## config.mk

```make
export PLATFORM = sky130hd
export DESIGN_NAME = rv32_mem
export DESIGN_NICKNAME = d
export VERILOG_FILES = /design/src/rtl/rv32_mem_pkg.sv /design/src/rtl/rv32_mem_align.sv /design/src/rtl/rv32_mem.sv
export SDC_FILE = /design/constraint.sdc
export NUM_CORES = 1
export LEC_CHECK = 0
export CAP_MARGIN = 10
export CORE_MARGIN = 2
export CORE_UTILIZATION = 44
export DETAILED_ROUTE_END_ITERATION = 8
export PLACE_DENSITY = 0.77
export SLEW_MARGIN = 20
export SYNTH_ARGS = -nofsm -noshare
export SYNTH_HDL_FRONTEND = slang
export SYNTH_HIERARCHICAL = 1
export SYNTH_SLANG_ARGS = --single-unit
```

## constraint.sdc

```tcl
create_clock -name clk -period 2 [get_ports clk]
set_input_delay 0.2 -clock clk [delete_from_list [all_inputs] [get_ports clk]]
set_output_delay 0.2 -clock clk [all_outputs]
set_load 0.02 [all_outputs]
```

## src/rtl/rv32_mem_pkg.sv

```systemverilog
// Shared definitions for the rv32 memory-access stage: access widths,
// branch op codes and the bus FSM state type.
package rv32_mem_pkg;

    localparam logic [1:0] RV32_MEM_WIDTH_BYTE = 2'b00;
    localparam logic [1:0] RV32_MEM_WIDTH_HALF = 2'b01;
    localparam logic [1:0] RV32_MEM_WIDTH_WORD = 2'b10;

    // Must stay in step with the encodings used by rv32_branch.
    localparam logic [1:0] RV32_BRANCH_OP_NEVER    = 2'b00;
    localparam logic [1:0] RV32_BRANCH_OP_ZERO     = 2'b01;
    localparam logic [1:0] RV32_BRANCH_OP_NON_ZERO = 2'b10;
    localparam logic [1:0] RV32_BRANCH_OP_ALWAYS   = 2'b11;

    typedef enum logic [1:0] {
        ST_IDLE = 2'b00,
        ST_BUSY = 2'b01,
        ST_DONE = 2'b10
    } mem_state_e;

    function automatic logic branch_taken(input logic [1:0] op, input logic non_zero);
        return (op == RV32_BRANCH_OP_ALWAYS)
            || (op == RV32_BRANCH_OP_ZERO && !non_zero)
            || (op == RV32_BRANCH_OP_NON_ZERO && non_zero);
    endfunction

endpackage

```

## src/rtl/rv32_mem_align.sv

```systemverilog
// Combinational byte-lane steering: store mask/data replication and
// load extraction with sign or zero extension.
module rv32_mem_align
    import rv32_mem_pkg::*;
(
    input  logic [1:0]  i_width,
    input  logic [1:0]  i_offset,
    input  logic        i_zero_extend,
    input  logic [31:0] i_store_data,
    input  logic [31:0] i_load_buf,
    output logic [3:0]  o_write_mask,
    output logic [31:0] o_write_value,
    output logic [31:0] o_load_value
);

    logic [31:0] w_shifted;

    assign w_shifted = i_load_buf >> {i_offset, 3'b000};

    always_comb begin
        // NOTE: every output gets a default before the case so no path can infer a latch.
        o_write_mask  = 4'b1111;
        o_write_value = i_store_data;
        o_load_value  = w_shifted;
        case (i_width)
            RV32_MEM_WIDTH_BYTE: begin
                o_write_mask  = 4'b0001 << i_offset;
                o_write_value = {4{i_store_data[7:0]}};
                o_load_value  = i_zero_extend ? {24'h0, w_shifted[7:0]}
                                              : {{24{w_shifted[7]}}, w_shifted[7:0]};
            end
            RV32_MEM_WIDTH_HALF: begin
                o_write_mask  = 4'b0011 << i_offset;
                o_write_value = {2{i_store_data[15:0]}};
                o_load_value  = i_zero_extend ? {16'h0, w_shifted[15:0]}
                                              : {{16{w_shifted[15]}}, w_shifted[15:0]};
            end
            default: ;
        endcase
    end

endmodule

```

## src/rtl/rv32_mem.sv

```systemverilog
// rv32 memory-access stage: registered data-bus loads/stores with a
// three-state stall FSM, branch resolution and the writeback register.
module rv32_mem
    import rv32_mem_pkg::*;
(
    input  logic        clk,
    input  logic        reset,
    input  logic        stall_in,
    input  logic        flush_in,
    input  logic        valid_in,
    input  logic        branch_predicted_taken_in,
    input  logic        alu_non_zero_in,
    input  logic        mem_read_in,
    input  logic        mem_write_in,
    input  logic        mem_zero_extend_in,
    input  logic        mem_fence_in,
    input  logic [1:0]  mem_width_in,
    input  logic [1:0]  branch_op_in,
    input  logic [4:0]  rd_in,
    input  logic        rd_write_in,
    input  logic [31:0] result_in,
    input  logic [31:0] rs2_value_in,
    input  logic [31:0] branch_pc_in,
    output logic [31:0] data_address_out,
    output logic        data_read_out,
    output logic        data_write_out,
    output logic [3:0]  data_write_mask_out,
    output logic [31:0] data_write_value_out,
    input  logic [31:0] data_read_value_in,
    input  logic        data_ready_in,
    output logic        stall_out,
    output logic        branch_mispredicted_out,
    output logic [31:0] branch_pc_out,
    output logic        fence_out,
    output logic        valid_out,
    output logic        rd_write_out,
    output logic [4:0]  rd_out,
    output logic [31:0] rd_value_out
);

    mem_state_e  r_state;
    mem_state_e  w_state_next;
    logic [31:0] r_address, r_write_value, r_load_buf, r_rd_value;
    logic        r_read, r_write, r_flushed, r_valid, r_rd_write;
    logic [3:0]  r_mask;
    logic [4:0]  r_rd;
    logic        w_access, w_advance, w_kill;
    logic [3:0]  w_write_mask;
    logic [31:0] w_write_value, w_load_value;

    rv32_mem_align u_align (
        .i_width       (mem_width_in),
        .i_offset      (result_in[1:0]),
        .i_zero_extend (mem_zero_extend_in),
        .i_store_data  (rs2_value_in),
        .i_load_buf    (r_load_buf),
        .o_write_mask  (w_write_mask),
        .o_write_value (w_write_value),
        .o_load_value  (w_load_value)
    );

    assign w_access  = valid_in && (mem_read_in || mem_write_in) && !flush_in;
    assign stall_out = (r_state == ST_IDLE && w_access) || r_state == ST_BUSY;
    assign w_advance = !stall_in && !stall_out;
    // A flush seen mid-access is remembered so the result is dropped on advance.
    assign w_kill    = flush_in || r_flushed;

    assign branch_mispredicted_out = valid_in && !flush_in
        && (branch_taken(branch_op_in, alu_non_zero_in) != branch_predicted_taken_in);
    assign branch_pc_out = branch_pc_in;
    assign fence_out     = valid_in && mem_fence_in && !flush_in;

    always_ff @(posedge clk) begin
        // NOTE: sequential state uses non-blocking assignment so every flop samples pre-edge values.
        if (reset) r_state <= ST_IDLE;
        else       r_state <= w_state_next;
    end

    always_comb begin
        w_state_next = r_state;
        case (r_state)
            ST_IDLE: if (w_access)      w_state_next = ST_BUSY;
            ST_BUSY: if (data_ready_in) w_state_next = ST_DONE;
            ST_DONE: if (!stall_in)     w_state_next = ST_IDLE;
            default:                    w_state_next = ST_IDLE;
        endcase
    end

    always_ff @(posedge clk) begin
        if (reset) begin
            r_address     <= '0;
            r_read        <= 1'b0;
            r_write       <= 1'b0;
            r_mask        <= '0;
            r_write_value <= '0;
        end else if (r_state == ST_IDLE && w_access) begin
            r_address     <= {result_in[31:2], 2'b00};
            r_read        <= mem_read_in;
            r_write       <= mem_write_in;
            r_mask        <= w_write_mask;
            r_write_value <= w_write_value;
        end else if (r_state == ST_BUSY && data_ready_in) begin
            r_read        <= 1'b0;
            r_write       <= 1'b0;
        end
    end

    // NOTE: the load buffer is pure datapath, always written before it is read, so it carries no reset.
    always_ff @(posedge clk) begin
        if (r_state == ST_BUSY && data_ready_in) r_load_buf <= data_read_value_in;
    end

    always_ff @(posedge clk) begin
        if (reset || w_advance)                       r_flushed <= 1'b0;
        else if (r_state != ST_IDLE && flush_in)      r_flushed <= 1'b1;
    end

    always_ff @(posedge clk) begin
        if (reset) begin
            r_valid    <= 1'b0;
            r_rd       <= '0;
            r_rd_write <= 1'b0;
            r_rd_value <= '0;
        end else if (w_advance) begin
            r_valid    <= valid_in && !w_kill;
            r_rd       <= rd_in;
            r_rd_write <= rd_write_in && !w_kill;
            r_rd_value <= mem_read_in ? w_load_value : result_in;
        end
    end

    assign data_address_out     = r_address;
    assign data_read_out        = r_read;
    assign data_write_out       = r_write;
    assign data_write_mask_out  = r_mask;
    assign data_write_value_out = r_write_value;
    assign valid_out            = r_valid;
    assign rd_out               = r_rd;
    assign rd_write_out         = r_rd_write;
    assign rd_value_out         = r_rd_value;

endmodule

```

==> summary.md <==
| Metric | Value |
|---|---|
| Synth Register Bits | 142 |
| # IOs | 294 |
| Buffers on Ports | 227 |
| RSZ-0062 raised after global routing | no |
| P&R area growth vs syn | 37.59% |
| Max Fanout on Critical Path | 14 |
| Remaining antenna violation count | 0 |
| Total power | 7.603 mW |
| Startpoint types | flop |
| Setup Fix Bufs, Post-CTS | 0 |
| Setup-failing EPs final | 0 |
| Syn_area_per_cell | 9.347 um2 |
| Core ar. | 0.01652 mm2 |
| Overall routed net length | 21.65 mm |
| Yosys top cell area share | 0.2971 |
| Top post-synthesis cells by area | dfxtp_1, edfxtp_1, mux2i_1 |
| Vias in the first global route | 6063 |
| FF-to-FF setup slack | 110 ps |
| Clk_lat worst skew | 420 ps |
| Pin slew with the least headroom to its limit | 803.1 ps |
| Adder-cell share of the synthesized area | 0 |
| Synthesized instance count | 793 |
| Die area | 0.01790 mm2 |
| Final Hold Fails | 0 |
| Clock sinks | 142 |
| Fmax | 529.6 MHz |
| Max-cap violations | 0 |
| Synth Area in Compound Gates | 0.1519 |
| Residual DRC | 0 |
| Worst EP required | 2310 ps |
| Clock Tree Buf Depth | 2 |
| Starting density of the core | 0.4486 |
| First-pass GRT wire length | 33.61 mm |
| Synth Area in Simple Gates | 0.1489 |
| Pre-antenna DRT Iters | 6 |
| DP HPWL | 15.22 mm |
| Largest net degree at the start of global routing | 70 |
| Routed WL per cell | 18.19 um |
| Post-synth EDFFs | 32 |
| Num rows | 47 |
| Die height | 133.8 um |
| Cell area after synthesis | 0.007412 mm2 |
| Final min period | 1888 ps |
| Max-slew violation count | 0 |
| Main synth FF type | dfxtp_1 |
| Leakage | 3.800 nW |
| Via count | 6414 |
| Synth warn | 6 |
| Synth unique cells | 44 |
| Via density | 5.390 |
| Main combinational cell family by area after synthesis | multiplexers |
| Global route overflow | 0 |
| Mux share of post-synthesis cell area | 0.1754 |
| Power per standard cell area | 745.5 mW/mm2 |
| Initial DRC count | 344 |
| Antenna violations before repair | 0 |
| Placer Congestion | 0.8343 |
| GRT Util Overall | 0.2402 |
| Kind of end point of the critical path | flop |
| Xor and xnor area share after synthesis | 0.001182 |
| NumNets Final | 1107 |
| Post-synthesis sequential area ratio | 0.4267 |
| Largest vdd supply drop | 0.0005930 V |
| Number of CTS-inserted buffers | 17 |
| CTS tree | done |
| Layout cell share with drive strength beyond 1 | 0.1392 |
| Status | finished, final reports clean |
| Clock-pin transition on the worst setup and hold timing paths | 60 ps |
| Arrival time at the worst endpoint | 2190 ps |
| Final Cycle Share | 0.9440 |
| Die X | 133.8 um |
| Hold WC Path Type | input pin to flop |
| Commonest cells after routing, fill and taps aside | clkdlybuf4s50_1, dfxtp_1, a21oi_1 |
| Post-route clock skew | 8.316 ps |
| Most common cell after layout, fill and taps aside | clkdlybuf4s50_1 |
| Setup TNS | 0 ps |
| Hold WS | 156.4 ps |
| CTS root buf | clkbuf_16 |
| Cts hold-fix bufs | 0 |
| N_diodes | 0 |
| Critical path class | flop to flop |
| Asr flop ratio synth | 0 |
| CTS HTree Levels | 4 |
| Post-synth top area cell | dfxtp_1 |
| Worst relative slew slack | 0.4635 |
==> where the power goes <==
part	internal (mW)	switching [mW]	leakage, nW	total, mW
clock network	1.82	1.17	0.261	2.99
registers	3.07	0.0675	1.19	3.14
logic	0.749	0.728	2.35	1.48
total	5.63	1.97	3.80	7.60
==> cells by family after synthesis <==
kind of cell	count (synthesis)
AND/OR/NAND/NOR	214
other	1
buffers and inverters	119
flip-flops	142
XOR/XNOR	1
AO/OA/AOI/OAI	195
multiplexers	121
==> flip-flops by register name, summed over array words and instances (netlist names) <==
name,flops
r_load_buf,32
data_write_value_out,32
rd_value_out,32
data_write_mask_out,4
r_flushed,1
data_write_out,1
rd_write_out,1
valid_out,1
rd_out,5
data_address_out,30
r_state,2
data_read_out,1
==> what timing repair did <==
action,in CTS,in global routing
setup endpoints to repair,0,1
gates resized for setup,0,1
endpoints found under the hold margin,0,0
==> path summary, 6_finish.rpt <==
| kind | startpoint | to | cells after the start |
|---|---|---|---|
| hold / removal | reset | data_address_out[29] | 2 |
| setup reg to reg | r_load_buf[31] | rd_value_out[16] | 7 |
| hold reg to reg | data_address_out[24] | data_address_out[24] | 2 |
| setup / recovery | r_load_buf[31] | rd_value_out[16] | 7 |
==> critical path, stage by stage, from the launching register on <==
cell,delay [ps]
edfxtp_1,430
mux2_4,330
a32oi_4,260
buf_12,180
o211ai_1,90
mux2i_1,160
nor2_1,60
mux2_2,260
==> layout make-up <==
type | count | area [um2]
well taps | 220 | 275.3
inverters | 4 | 15.01
clock inverters | 9 | 93.84
clock buffers | 23 | 447.9
repair buffers | 259 | 2653
fillers | 1421 | 6326
flip-flops and latches | 142 | 3163
multi-input cells | 533 | 3551
==> through the flow <==
step,std cells,utilization,instance area (um2),setup slack (ps)
floorplan,794,-,7416,260.8
global placement,1158,0.5842,9654,-180.0
detailed placement,1158,0.5842,9654,-205.2
CTS,1190,0.6170,10200,50.25
global route,1190,0.6172,10200,6.215
finish,1190,0.6172,10200,111.9
==> synth_stat cells (all sizes together) (2+ instances only) <==
library cell and number:
dfxtp 110, a21oi 84, o21ai 83, buf 76
nand3 66, mux2i 62, mux2 59, nor2 42
clkbuf 39, nor2b 36, nand2 34, edfxtp 32
o211ai 18, nand2b 14, or2 8, nand3b 5
inv 4, o21a 3, nor3 2, o21bai 2
or4b 2
==> layer usage <==
metal | global-route usage | share of wire
met4 | 0.07270 | 0.018
met1 | 0.3332 | 0.45
met5 | 0 | 0
met3 | 0.06803 | 0.070
met2 | 0.3647 | 0.46
Power figures use the tool's default switching activity.
